## src/rtl/pu_riscv_verilog_pkg.sv

```systemverilog
// Shared RISC-V execute-stage definitions for the divider.
// Holds the M-extension divide/remainder decode patterns, the XLEN mode
// codes, and the divider FSM state encoding.
package pu_riscv_verilog_pkg;

    // Decode key is {func7, func3, opcode[6:2]}
    localparam int unsigned DEC_W = 15;

    localparam logic [DEC_W-1:0] DIV   = 15'b0000001_100_01100;
    localparam logic [DEC_W-1:0] DIVU  = 15'b0000001_101_01100;
    localparam logic [DEC_W-1:0] REM   = 15'b0000001_110_01100;
    localparam logic [DEC_W-1:0] REMU  = 15'b0000001_111_01100;
    localparam logic [DEC_W-1:0] DIVW  = 15'b0000001_100_01110;
    localparam logic [DEC_W-1:0] DIVUW = 15'b0000001_101_01110;
    localparam logic [DEC_W-1:0] REMW  = 15'b0000001_110_01110;
    localparam logic [DEC_W-1:0] REMUW = 15'b0000001_111_01110;

    // XLEN mode codes (misa.MXL encoding)
    localparam logic [1:0] RV32I  = 2'b01;
    localparam logic [1:0] RV64I  = 2'b10;
    localparam logic [1:0] RV128I = 2'b11;

    typedef enum logic [1:0] {
        DIV_IDLE = 2'd0,
        DIV_BUSY = 2'd1,
        DIV_DONE = 2'd2
    } div_state_e;

endpackage

```

## src/rtl/pu_riscv_div_step.sv

```systemverilog
// One restoring division step.
// Ports:
//   r_i / q_i  partial remainder and quotient/dividend shift register
//   d_i        absolute divisor
//   r_o / q_o  remainder and quotient after shifting {R,Q} left by one and
//              conditionally subtracting the divisor
module pu_riscv_div_step #(
    parameter int unsigned XLEN = 64
) (
    input  logic [XLEN-1:0] r_i,
    input  logic [XLEN-1:0] q_i,
    input  logic [XLEN-1:0] d_i,
    output logic [XLEN-1:0] r_o,
    output logic [XLEN-1:0] q_o
);

    // Shifted remainder needs one extra bit: it can reach 2*D-1
    logic [XLEN:0] r_shift;
    logic [XLEN:0] r_diff;

    always_comb begin
        r_shift = {r_i, q_i[XLEN-1]};
        r_diff  = r_shift - {1'b0, d_i};
        if (r_shift >= {1'b0, d_i}) begin
            r_o = r_diff[XLEN-1:0];
            q_o = {q_i[XLEN-2:0], 1'b1};
        end else begin
            r_o = r_shift[XLEN-1:0];
            q_o = {q_i[XLEN-2:0], 1'b0};
        end
    end

endmodule

```

## src/rtl/pu_riscv_divider.sv

```systemverilog
// Iterative restoring integer divider for RV32M/RV64M.
// Executes DIV/DIVU/REM/REMU and, when XLEN > 32 and not in RV32I mode,
// DIVW/DIVUW/REMW/REMUW, one quotient bit per cycle.
// Ports:
//   clk, rst     clock and synchronous active-high reset
//   ex_stall     pipeline stall, only blocks acceptance
//   id_bubble    instruction slot is empty
//   id_instr     instruction to decode
//   opA, opB     dividend, divisor
//   st_xlen      current XLEN mode
//   div_stall    high while a division is in flight
//   div_bubble   low for one cycle when div_r carries a new result
//   div_r        quotient or remainder, held until the next result
module pu_riscv_divider
    import pu_riscv_verilog_pkg::*;
#(
    parameter int unsigned XLEN = 64,
    parameter int unsigned ILEN = 64
) (
    input  logic            clk,
    input  logic            rst,
    input  logic            ex_stall,
    output logic            div_stall,
    input  logic            id_bubble,
    input  logic [ILEN-1:0] id_instr,
    input  logic [XLEN-1:0] opA,
    input  logic [XLEN-1:0] opB,
    input  logic [1:0]      st_xlen,
    output logic            div_bubble,
    output logic [XLEN-1:0] div_r
);

    localparam int unsigned CNT_W   = $clog2(XLEN);
    localparam int unsigned W_ALIGN = XLEN - 32;
    localparam bit          HAS_W   = (XLEN > 32);

    // Most-negative values for the XLEN forms and the sign-extended W forms
    localparam logic [XLEN-1:0] MIN_X = XLEN'(1) << (XLEN - 1);
    localparam logic [XLEN-1:0] MIN_W = ~((XLEN'(1) << 31) - XLEN'(1));

    // ------------------------------------------------------------------
    // Decode
    // ------------------------------------------------------------------
    logic [DEC_W-1:0] dec_key;
    logic             is_div;
    logic             is_w;
    logic             is_signed;
    logic             is_rem;
    logic             w_ok;
    logic             unused_instr;

    assign dec_key      = {id_instr[31:25], id_instr[14:12], id_instr[6:2]};
    assign w_ok         = HAS_W && (st_xlen != RV32I);
    assign unused_instr = ^id_instr;

    always_comb begin
        is_div    = 1'b0;
        is_w      = 1'b0;
        is_signed = 1'b0;
        is_rem    = 1'b0;
        case (dec_key)
            DIV:  begin is_div = 1'b1; is_signed = 1'b1; end
            DIVU: begin is_div = 1'b1; end
            REM:  begin is_div = 1'b1; is_signed = 1'b1; is_rem = 1'b1; end
            REMU: begin is_div = 1'b1; is_rem = 1'b1; end
            DIVW: begin
                is_div = w_ok; is_w = w_ok; is_signed = 1'b1;
            end
            DIVUW: begin
                is_div = w_ok; is_w = w_ok;
            end
            REMW: begin
                is_div = w_ok; is_w = w_ok; is_signed = 1'b1; is_rem = 1'b1;
            end
            REMUW: begin
                is_div = w_ok; is_w = w_ok; is_rem = 1'b1;
            end
            default: begin
                is_div = 1'b0;
            end
        endcase
    end

    // ------------------------------------------------------------------
    // Operand preparation and special-case detection
    // ------------------------------------------------------------------
    logic [XLEN-1:0] a_ext;
    logic [XLEN-1:0] b_ext;
    logic            sign_a;
    logic            sign_b;
    logic [XLEN-1:0] abs_a;
    logic [XLEN-1:0] abs_b;
    logic [XLEN-1:0] q_init;
    logic            div_zero;
    logic            sgn_ovf;

    always_comb begin
        if (is_w) begin
            a_ext = is_signed ? XLEN'($signed(opA[31:0])) : XLEN'(opA[31:0]);
            b_ext = is_signed ? XLEN'($signed(opB[31:0])) : XLEN'(opB[31:0]);
        end else begin
            a_ext = opA;
            b_ext = opB;
        end
        sign_a   = is_signed & a_ext[XLEN-1];
        sign_b   = is_signed & b_ext[XLEN-1];
        abs_a    = sign_a ? (-a_ext) : a_ext;
        abs_b    = sign_b ? (-b_ext) : b_ext;
        // W forms iterate 32 steps, so park the dividend at the top of Q
        q_init   = is_w ? (abs_a << W_ALIGN) : abs_a;
        div_zero = (b_ext == '0);
        sgn_ovf  = is_signed && (&b_ext) && (a_ext == (is_w ? MIN_W : MIN_X));
    end

    // ------------------------------------------------------------------
    // State
    // ------------------------------------------------------------------
    div_state_e      state_q,      state_d;
    logic [CNT_W-1:0] cnt_q,       cnt_d;
    logic [XLEN-1:0] r_q,          r_d;
    logic [XLEN-1:0] q_q,          q_d;
    logic [XLEN-1:0] d_q,          d_d;
    logic            quo_neg_q,    quo_neg_d;
    logic            rem_neg_q,    rem_neg_d;
    logic            sel_rem_q,    sel_rem_d;
    logic            is_w_q,       is_w_d;
    logic            div_stall_q,  div_stall_d;
    logic            div_bubble_q, div_bubble_d;
    logic [XLEN-1:0] div_r_q,      div_r_d;

    logic [XLEN-1:0] step_r;
    logic [XLEN-1:0] step_q;

    pu_riscv_div_step #(
        .XLEN (XLEN)
    ) u_step (
        .r_i (r_q),
        .q_i (q_q),
        .d_i (d_q),
        .r_o (step_r),
        .q_o (step_q)
    );

    // ------------------------------------------------------------------
    // Result: sign correction, quotient/remainder select, W sign-extend
    // ------------------------------------------------------------------
    logic [XLEN-1:0] quo_fix;
    logic [XLEN-1:0] rem_fix;
    logic [XLEN-1:0] sel_val;
    logic [XLEN-1:0] result_c;

    always_comb begin
        quo_fix  = quo_neg_q ? (-q_q) : q_q;
        rem_fix  = rem_neg_q ? (-r_q) : r_q;
        sel_val  = sel_rem_q ? rem_fix : quo_fix;
        result_c = is_w_q ? XLEN'($signed(sel_val[31:0])) : sel_val;
    end

    // ------------------------------------------------------------------
    // FSM next-state and datapath control
    // ------------------------------------------------------------------
    always_comb begin
        state_d      = state_q;
        cnt_d        = cnt_q;
        r_d          = r_q;
        q_d          = q_q;
        d_d          = d_q;
        quo_neg_d    = quo_neg_q;
        rem_neg_d    = rem_neg_q;
        sel_rem_d    = sel_rem_q;
        is_w_d       = is_w_q;
        div_stall_d  = div_stall_q;
        div_bubble_d = 1'b1;
        div_r_d      = div_r_q;

        case (state_q)
            DIV_IDLE: begin
                if (!ex_stall && !id_bubble && is_div) begin
                    div_stall_d = 1'b1;
                    sel_rem_d   = is_rem;
                    is_w_d      = is_w;
                    d_d         = abs_b;
                    if (div_zero || sgn_ovf) begin
                        // Final values go straight into Q/R, no correction
                        state_d   = DIV_DONE;
                        quo_neg_d = 1'b0;
                        rem_neg_d = 1'b0;
                        q_d       = div_zero ? '1 : a_ext;
                        r_d       = div_zero ? a_ext : '0;
                    end else begin
                        state_d   = DIV_BUSY;
                        cnt_d     = is_w ? CNT_W'(31) : CNT_W'(XLEN - 1);
                        quo_neg_d = sign_a ^ sign_b;
                        rem_neg_d = sign_a;
                        q_d       = q_init;
                        r_d       = '0;
                    end
                end
            end

            DIV_BUSY: begin
                r_d = step_r;
                q_d = step_q;
                if (cnt_q == '0) begin
                    state_d = DIV_DONE;
                end else begin
                    cnt_d = cnt_q - CNT_W'(1);
                end
            end

            DIV_DONE: begin
                div_r_d      = result_c;
                div_bubble_d = 1'b0;
                div_stall_d  = 1'b0;
                state_d      = DIV_IDLE;
            end

            default: begin
                state_d = DIV_IDLE;
            end
        endcase
    end

    // ------------------------------------------------------------------
    // Registers
    // ------------------------------------------------------------------
    always_ff @(posedge clk) begin
        if (rst) begin
            state_q      <= DIV_IDLE;
            cnt_q        <= '0;
            r_q          <= '0;
            q_q          <= '0;
            d_q          <= '0;
            quo_neg_q    <= 1'b0;
            rem_neg_q    <= 1'b0;
            sel_rem_q    <= 1'b0;
            is_w_q       <= 1'b0;
            div_stall_q  <= 1'b0;
            div_bubble_q <= 1'b1;
            div_r_q      <= '0;
        end else begin
            state_q      <= state_d;
            cnt_q        <= cnt_d;
            r_q          <= r_d;
            q_q          <= q_d;
            d_q          <= d_d;
            quo_neg_q    <= quo_neg_d;
            rem_neg_q    <= rem_neg_d;
            sel_rem_q    <= sel_rem_d;
            is_w_q       <= is_w_d;
            div_stall_q  <= div_stall_d;
            div_bubble_q <= div_bubble_d;
            div_r_q      <= div_r_d;
        end
    end

    assign div_stall  = div_stall_q;
    assign div_bubble = div_bubble_q;
    assign div_r      = div_r_q;

endmodule

```

## config.mk

```make
export PLATFORM = sky130hd
export DESIGN_NAME = pu_riscv_divider
export DESIGN_NICKNAME = d
export VERILOG_FILES = /design/src/rtl/pu_riscv_verilog_pkg.sv /design/src/rtl/pu_riscv_div_step.sv /design/src/rtl/pu_riscv_divider.sv
export SDC_FILE = /design/constraint.sdc
export NUM_CORES = 1
export LEC_CHECK = 0
export BUFFER_PORTS_ARGS = -buffer_cell sky130_fd_sc_hd__buf_2
export CORE_AREA = 2 2 276 210
export DETAILED_ROUTE_END_ITERATION = 10
export DIE_AREA = 0 0 278 212
export PLACE_DENSITY = 0.7
export RECOVER_POWER = 100
export SLEW_MARGIN = 10
export SYNTH_ARGS = -nofsm -noshare
export SYNTH_HDL_FRONTEND = slang
export SYNTH_SLANG_ARGS = --single-unit
```

## constraint.sdc

```tcl
create_clock -name clk -period 4.4 [get_ports clk]
set_input_delay 0.44 -clock clk [delete_from_list [all_inputs] [get_ports clk]]
set_output_delay 0.44 -clock clk [all_outputs]
set_load 0.05 [all_outputs]
```

## Word level (Yosys, flattened, before mapping)

Cells that the tools add are included.

| word-level totals | value |
|---|---|
| register bits | 270 |
| output and inout bits | 66 |

| cells by class | value |
|---|---|
| $add $sub $neg | 6 |
| $lt $le $gt $ge | 1 |
| equality and inequality tests | 16 |
| mux-type cells | 40 |
| bitwise gates (word level) | 3 |
| reductions and logical operators | 22 |

Operators with widths:

| operator | number |
|---|---|
| $mux W64 | 18 |
| $neg A64 Y64 | 4 |
| $pmux W64 S2 | 2 |
| $eq A15 B9 Y1 const B | 8 |
| $ge A65 B64 Y1 | 1 |
| $eq A64 B64 Y1 | 1 |
| $logic_not A64 Y1 | 1 |
| $reduce_and A64 Y1 | 1 |
| $sub A64 B64 Y64 | 1 |
| $mux W63 | 1 |
| $mux W6 | 4 |
| $reduce_or A4 Y1 | 4 |
| $pmux W6 S2 | 1 |
| $mux W1 | 8 |
| $ne A2 B2 Y1 const B | 4 |
| $reduce_and A2 Y1 | 4 |
| $logic_not A6 Y1 | 1 |
| $mux W2 | 3 |
| $sub A6 B1 Y6 const B | 1 |
| $logic_and A1 B1 Y1 | 4 |
| $pmux W1 S2 | 2 |
| $pmux W2 S2 | 1 |
| $reduce_and A4 Y1 | 1 |
| $reduce_bool A2 Y1 | 2 |
| other kinds (8) | 10 |

## Depth between registers and ports, before layout

Gate-level depths: netlist of the first run.

| logic depth | value |
|---|---|
| depth after elaboration | 12 |
| depth in mapped cells | 15 |
| depth with buffers taken out | 13 |

## Cells and area by module

A second synthesis of the first run with hierarchy kept.

| second synthesis, totals | value |
|---|---|
| cell total of the unflattened synthesis | 3397 |
| area, all modules | 24272.0 um2 |

Modules (own cells, without submodules):

| module | instances | cells an instance | area an instance (um2) |
|---|---|---|---|
| pu_riscv_divider | 1 | 2570 | 18971.9 |
| pu_riscv_div_step | 1 | 827 | 5300.1 |

## Least setup slack after synthesis of the first run

No wires, ideal clock.

| timing path | value |
|---|---|
| path type | reg-to-reg |
| start point | register r_q[43] |
| end point | register div_r_q[63] (netlist: div_r[63]) |
| setup time | 0.117 ns |
| arrival | 3.723 ns |
| required time | 4.283 ns |
| path slack | 0.561 ns |
| stages on the path, launching flop included | 11 |
| cells stage by stage | dfxtp_1 > or4_4 > or4_4 > or4_4 > or4_4 > or4b_4 > or3_4 > o31ai_4 > xor2_1 > a22oi_1 > a22o_1 |

| between the ends | value |
|---|---|
| longest elaborated chain between the ends | 4 |

Ends and longest elaborated chain:

| what | RTL line | text |
|---|---|---|
| start: declaration | pu_riscv_divider.sv:120 | `logic [XLEN-1:0] r_q, r_d;` |
| start signal: assignment | pu_riscv_divider.sv:244 | `r_q <= r_d;` |
| $neg A64 Y64 | pu_riscv_divider.sv:154 | `rem_fix = rem_neg_q ? (-r_q) : r_q;` |
| $mux W64 | pu_riscv_divider.sv:154 |  |
| $mux W64 | pu_riscv_divider.sv:155 | `sel_val = sel_rem_q ? rem_fix : quo_fix;` |
| $mux W64 | pu_riscv_divider.sv:156 | `result_c = is_w_q ? XLEN'($signed(sel_val[31:0])) : sel_val;` |
| end signal: assignment | pu_riscv_divider.sv:253 | `div_r_q <= div_r_d;` |
| end: declaration | pu_riscv_divider.sv:129 | `logic [XLEN-1:0] div_r_q, div_r_d;` |

No other way between the ends.
A chain may end at the register's enable or synchronous reset.

## Worst setup path after layout of the first run

| timing path | value |
|---|---|
| start point | register d_q[56] |
| end point | register r_q[57] |

| between the ends | value |
|---|---|
| longest elaborated chain between the ends | 3 |
| elaborated cells between the ends (all ways) | 4 |

Ends and longest elaborated chain:

| what | RTL line | text |
|---|---|---|
| start: declaration | pu_riscv_divider.sv:122 | `logic [XLEN-1:0] d_q, d_d;` |
| start signal: assignment | pu_riscv_divider.sv:233 | `d_q <= '0;` |
| start signal: assignment | pu_riscv_divider.sv:246 | `d_q <= d_d;` |
| $sub A64 B64 Y64 / $ge A65 B64 Y1 (equally long branches) | pu_riscv_div_step.sv:23, pu_riscv_div_step.sv:24 |  |
| $mux W64 * | pu_riscv_div_step.sv:24 | `if (r_shift >= {1'b0, d_i}) begin` |
| $pmux W64 S2 * | pu_riscv_divider.sv:176 | `case (state_q)` |

Mark *: on every way between the ends. The rest lies on a longest branch, timed or not.

==> impl_metrics.tcl, run 1 <==
set metrics [dict create \
    end_kind "flop" \
    tns_ns 0 \
    tritoncts "built" \
    r2r-start "d_q[56]" \
    max_stage_delay_ns 0.39 \
    path_buf_inv 4 \
    final_cells 4067 \
    ys_seq_area_frac 0.2428 \
    vias_per_cell 6.345 \
    fp.coreArea_mm2 0.05658 \
    rows 76 \
    status "finished with violations" \
    maxCapViolCount 2 \
    crit_path_start_kind "flop" \
    critPathSlowestCell "ha_1" \
    die_area_mm2 0.05894 \
    h-tree-depth 1 \
    area_growth_syn_to_layout_pct 14.94 \
    port_buffers 214 \
    critPathRequiredTime_ns 4.91 \
    finClkSkew_ns 0.01976 \
    ys_warn_count 0 \
    synth.distinct_cells 76 \
    place_inst 4007 \
    syn_nets 3394 \
    final_common_cell "nand2_1" \
    synth_async_sr_flop_share 0 \
    pin_count 264 \
    p_leak_nw 9.973 \
    max_freq_mhz 241.1 \
    wire_per_inst_um 24.11 \
    clkTransAtPathRegs_ns 0.06 \
    clk_latency_ns 0.60 \
    place_hpwl_um 76130 \
    route.detailed.drc 0 \
    drt_iter0_markers 3385 \
    syn_area_per_cell_um2 7.128 \
    cts_sinks 270 \
    regArea_mm2 0.005408 \
    track_usage 0.3202 \
    hp-start "id_instr[13]" \
    grt_overflow 0 \
    crit_fanout 9 \
    cts_root_buffer "clkbuf_16" \
    ant_nets 0 \
    grt_first_pass_wirelength_um 145100 \
    synth_seq_cells 270 \
    grt_pass1_vias 23060 \
    violations "capacitance limit, slew limit" \
    dieHeight_um 212 \
    clock_path_buffers 3 \
    grt_max_degree 95 \
    critPathArrivalTime_ns 4.66 \
    final_cell_mix "nand2_1, a21oi_1, dfxtp_1, o21ai_0, nor2_1" \
    rsz0062_at_grt "false" \
    synth-edff-count 0 \
    hold_violations 0 \
    finalNetCount 3568 \
    num_vias 25810 \
    crit_type "flop to flop" \
    layout_worst_path_cycle_share 0.9425 \
    syn-cell-area_mm2 0.02227 \
    critPathLaunch "d_q[56]" \
    fillCellCount 5788 \
    powerDensity_mw_per_mm2 225.7 \
    tightest_slew_ns 2.171 \
    postCtsHoldBufs 0 \
    synth_cells 3124 \
    hp-class "primary input to flop" \
    cp_cell_sequence "inv_1 > ha_1 > a21oi_1 > o21ai_0 > a21oi_1 > o21ai_0 > and3_1 > nor4_1 > clkbuf_1 > nand3_2 > clkbuf_4 > nor2_1 > clkbuf_2 > a221oi_1 > o221ai_1" \
    period_minus_slack_ns 4.147 \
    crit_family "compound AO/OA/AOI/OAI gates" \
    ys.flop_type "dfxtp_1" \
    globalplace.congestion 1.066 \
    drive_gt1_frac 0.1174 \
    post-cts-setup-buffer-count 0 \
    cts_made_buffers 30 \
    start_util 0.3935 \
    die_width_um 278 \
    maxSlewViolCount 125 \
    antenna_found_initial 3 \
    cts_resized 0 \
    max-vdd-ir-drop_v 0.0002816 \
    setup-violations-final 0 \
    wl_um 98060 \
    first_pass_iters 6 \
    multi_input_area_mm2 0.01566 \
    slew_headroom -0.4473 \
]
final cells by class:
cell class	count	share of cell area
Tap cell	741	0.03623
Timing Repair Buffer	369	0.08194
Multi-Input combinational cell	2527	0.6121
Inverter	100	0.01467
Sequential cell	270	0.2113
Antenna cell	4	0.0003911
Clock buffer	40	0.03281
Clock inverter	16	0.01061
where the power goes:
part / internal (mW) / switching, mW
Sequential: 2.44 / 0.000280
Clock: 1.75 / 1.14
Combinational: 0.127 / 0.311
final timing paths:
| check | to | slack [ns] | depth (start not counted) |
|---|---|---|---|
| worst min register to register | div_r[58] | 0.44 | 2 |
| worst max register to register | r_q[57] | 0.25 | 15 |
| worst min-delay path | sel_rem_q | 0.11 | 3 |
| worst max-delay path | r_q[57] | 0.25 | 15 |
state kept, by name, summed over array words and instances (netlist names):
| register | cells |
|---|---|
| q_q | 64 |
| d_q | 64 |
| is_w_q | 1 |
| div_bubble | 1 |
| cnt_q | 6 |
| rem_neg_q | 1 |
| r_q | 64 |
| div_stall | 1 |
| sel_rem_q | 1 |
| div_r | 64 |
| state_q | 2 |
| quo_neg_q | 1 |
stage by stage:
| step | setup WS (ns) | hold slack (ns) | util | total power, mW | area, um2 |
|---|---|---|---|---|---|
| 2_1_floorplan | 0.5607 | 0.4319 | - | 2.660 | 22270 |
| 3_5_place_dp | 0.3914 | 0.4308 | 0.4364 | 2.909 | 24690 |
| 5_1_grt | 0.1166 | 0.1072 | 0.4521 | 5.896 | 25580 |
| 3_3_place_gp | 0.3970 | 0.4261 | 0.4364 | 2.913 | 24690 |
| 6_report | 0.2528 | 0.1131 | 0.4523 | 5.775 | 25590 |
| 4_1_cts | 0.3613 | 0.08788 | 0.4561 | 5.756 | 25800 |
per-layer routing:
metal / wire length, um / vias to the layer above / share of wire / global-route usage
met1: 42350 / 12260 / 0.43 / 0.4523
met3: 12250 / 185 / 0.12 / 0.08835
li1: - / 11870 / - / -
met2: 40210 / 1490 / 0.41 / 0.4745
met4: 3240 / 2 / 0.033 / 0.08872
met5: 16 / - / 0.00016 / 0
cells by family after synthesis:
kind of cell / count (synthesis) / share of synthesized area
flops: 270 / 0.2428
mux: 36 / 0.01731
xor+xnor: 282 / 0.1109
buf+inv: 327 / 0.05512
compound gates: 1037 / 0.2937
simple gates: 1100 / 0.2394
fa+ha+maj: 72 / 0.04080
cell usage after synthesis, types with 11 or more instances:
cell type | number | area, um2
mux2_2 | 20 | 225.2
clkbuf_1 | 207 | 777.0
a22oi_1 | 38 | 285.3
nor2_1 | 245 | 919.6
a21o_1 | 15 | 112.6
nand2b_1 | 26 | 162.7
a21oi_1 | 322 | 1612
o221ai_1 | 11 | 96.34
xnor2_1 | 169 | 1480
dfxtp_1 | 270 | 5405
o21a_1 | 13 | 97.59
buf_1 | 20 | 75.07
or3_1 | 74 | 462.9
and3_1 | 24 | 150.1
o41ai_1 | 34 | 297.8
nand3_1 | 61 | 305.3
mux2i_1 | 16 | 160.2
ha_1 | 71 | 888.4
o31ai_1 | 63 | 473.0
or4_1 | 32 | 240.2
o21ai_0 | 246 | 1231
nand4_1 | 46 | 287.8
inv_1 | 99 | 371.6
o21bai_1 | 13 | 97.59
xor2_1 | 113 | 989.7
nor4_1 | 70 | 437.9
a311oi_1 | 12 | 105.1
nand2_1 | 344 | 1291
or2_2 | 15 | 93.84
o211ai_1 | 60 | 450.4
nor3_1 | 110 | 550.5
a221oi_1 | 19 | 166.4
a31oi_1 | 21 | 131.4
nor2b_1 | 14 | 87.58
a211oi_1 | 102 | 765.7
worst register-to-register path: stages (launching register included):
cell      delay, ns
dfxtp_1        0.33
inv_1          0.05
ha_1           0.39
a21oi_1        0.27
o21ai_0        0.27
a21oi_1        0.38
o21ai_0        0.29
and3_1         0.26
nor4_1         0.36
clkbuf_1       0.21
nand3_2        0.09
clkbuf_4       0.15
nor2_1         0.36
clkbuf_2       0.31
a221oi_1       0.14
o221ai_1       0.21
Power figures use the tool's default switching activity.
==> run 2, diff against run 1 <==
--- a/config.mk
+++ b/config.mk
@@ -6,10 +6,10 @@
 export NUM_CORES = 1
 export LEC_CHECK = 0
 export BUFFER_PORTS_ARGS = -buffer_cell sky130_fd_sc_hd__buf_2
-export CORE_AREA = 2 2 276 210
+export CORE_AREA = 2 2 247 188
 export DETAILED_ROUTE_END_ITERATION = 10
-export DIE_AREA = 0 0 278 212
-export PLACE_DENSITY = 0.7
+export DIE_AREA = 0 0 249 190
+export PLACE_DENSITY = 0.82
 export RECOVER_POWER = 100
 export SLEW_MARGIN = 10
 export SYNTH_ARGS = -nofsm -noshare
==> run 2 against run 1 <==
Net effect: the flow still finishes with violations (capacitance limit, slew limit); clock skew increased by 0.0048 ns; wire length decreased by 3.5%; sequential power about the same; clock power about the same; non-clock buffer count decreased by 34; die area decreased by 20%; via count increased by 1.5%; worst hold slack got worse by 0.025 ns; worst setup slack got worse by 0.0095 ns; sequential share of layout area increased by 0.34 points; first-iteration DRC count increased by 18%; count of clock-buffer cells in the layout decreased by 5.
==> impl_metrics.tcl, run 2 (synthesis results as in run 1) <==
set metrics [dict create \
    area_growth_syn_to_layout_pct 13.12 \
    path_buf_inv 5 \
    switchingPower_mw 1.543 \
    hold_slack_ns 0.08782 \
    max_stage_delay_ns 1.15 \
    tightest_slew_ns 2.143 \
    max-vdd-ir-drop_v 0.0002952 \
    wl_um 94650 \
    wire_per_inst_um 24.34 \
    report.power.total_mw 5.807 \
    die_area_mm2 0.04731 \
    crit_fanout 81 \
    antenna_found_initial 9 \
    cts_resized 0 \
    crit_type "primary input to flop" \
    layout_worst_path_cycle_share 0.9447 \
    pin_count 264 \
    tns_ns 0 \
    fp.coreArea_mm2 0.04518 \
    p_comb_frac 0.076 \
    cp_cell_sequence "buf_2 > and4b_1 > and3_1 > clkbuf_1 > nand2_2 > buf_2 > o41ai_1 > nand4_1 > buf_4 > and2_0 > clkbuf_1 > o211ai_1 > a211oi_1" \
    final_cells 3888 \
    power_frac_clock 0.503 \
    vias_per_cell 6.737 \
    finClkSkew_ns 0.02455 \
    violations "capacitance limit, slew limit" \
    dieHeight_um 190 \
    drive_gt1_frac 0.1110 \
    critPathArrivalTime_ns 4.66 \
    crit_family "buffers and inverters" \
    max_freq_mhz 240.6 \
    port_buffers 214 \
    place_inst 3827 \
    drt_iter0_markers 3984 \
    globalplace.congestion 1.085 \
    powerDensity_mw_per_mm2 230.6 \
    tritoncts "built" \
    setup-violations-final 0 \
    clock_path_buffers 3 \
    finalNetCount 3534 \
    power.internal_mw 4.264 \
    clkTransAtPathRegs_ns 0.06 \
    h-tree-depth 1 \
    period_minus_slack_ns 4.157 \
    maxCapViolCount 2 \
    start_util 0.4929 \
    post-cts-setup-buffer-count 0 \
    grt_pass1_vias 23270 \
    rows 68 \
    grt_max_degree 90 \
    cts_made_buffers 30 \
    first_pass_iters 7 \
    cts_root_buffer "clkbuf_16" \
    fillCellCount 4431 \
    num_vias 26190 \
    p_leak_nw 9.811 \
    crit_path_start_kind "primary input" \
    slew_headroom -0.4285 \
    swShare 0.2657 \
    postCtsHoldBufs 0 \
    track_usage 0.3844 \
    hp-class "primary input to flop" \
    place_hpwl_um 72610 \
    route.detailed.drc 0 \
    clk_latency_ns 0.62 \
    cts_sinks 270 \
    die_width_um 249 \
    final_common_cell "nand2_1" \
    rsz0062_at_grt "false" \
    final_cell_mix "nand2_1, a21oi_1, dfxtp_1, o21ai_0, nor2_1" \
    critPathSlowestCell "buf_2" \
    status "finished with violations" \
    end_kind "flop" \
    grt_first_pass_wirelength_um 141700 \
    hold_violations 0 \
    critPathRequiredTime_ns 4.91 \
    grt_overflow 0 \
    seqPwrFrac 0.421 \
    maxSlewViolCount 133 \
    ant_nets 0 \
]
run 2: cell count changes in the layout (fill, tap and decap cells not counted), moves of 2 or more:
cell        delta
buf_4         -32
clkbuf_1       -8
clkinvlp_4     +3
mux2_1         -2
mux2_2         +2
run 2: per-stage QoR:
| step | worst slack, ns | utilization | area, um2 |
|---|---|---|---|
| global route | 0.1087 | 0.5573 | 25180 |
| global placement | 0.4279 | 0.5368 | 24250 |
| floorplan | 0.5607 | - | 22270 |
| finish | 0.2433 | 0.5575 | 25190 |
| CTS | 0.3738 | 0.5618 | 25380 |
| detailed placement | 0.3915 | 0.5368 | 24250 |
run 2: power groups by stage:
stage                     Clock (mW)  Sequential (mW)  Combinational [mW]
after floorplan                    0             2.50               0.161
after global routing            3.00             2.44               0.454
final                           2.92             2.44               0.443
after detailed placement           0             2.50               0.412
after CTS                       2.90             2.44               0.413
after global placement             0             2.50               0.413
run 2: path summary, 6_finish.rpt:
path	startpoint	end	slack, ns	cells past startpoint
min reg2reg	div_r[58]	div_r[58]	0.44	2
min	id_instr[13]	sel_rem_q	0.09	3
max reg2reg	r_q[44]	div_r[63]	0.25	10
max	id_instr[25]	q_q[39]	0.24	13
run 2: tightest hold or removal path: stages:
cell and delay (ns):
buf_2 0.10, nand2_1 0.05, a21oi_1 0.06
run 2: area by class of cell:
| type | count | area (um2) | area share |
|---|---|---|---|
| multi-input combinational | 2527 | 15660 | 0.6216 |
| sequential | 270 | 5409 | 0.2148 |
| timing repair buffer | 335 | 1863 | 0.07397 |
| clock buffer | 35 | 809.5 | 0.03214 |
| tap | 595 | 744.5 | 0.02956 |
| inverter | 100 | 375.4 | 0.01490 |
| clock inverter | 21 | 317.8 | 0.01262 |
| antenna | 5 | 12.51 | 0.0004968 |
run 2: layer usage:
| metal | up-vias | wire length (um) | GRT usage |
|---|---|---|---|
| met2 | 1759 | 38280 | 0.5575 |
| met5 | - | 40 | 0 |
| met4 | 6 | 3746 | 0.1310 |
| met1 | 12360 | 38810 | 0.5260 |
| li1 | 11780 | - | - |
| met3 | 293 | 13770 | 0.1353 |
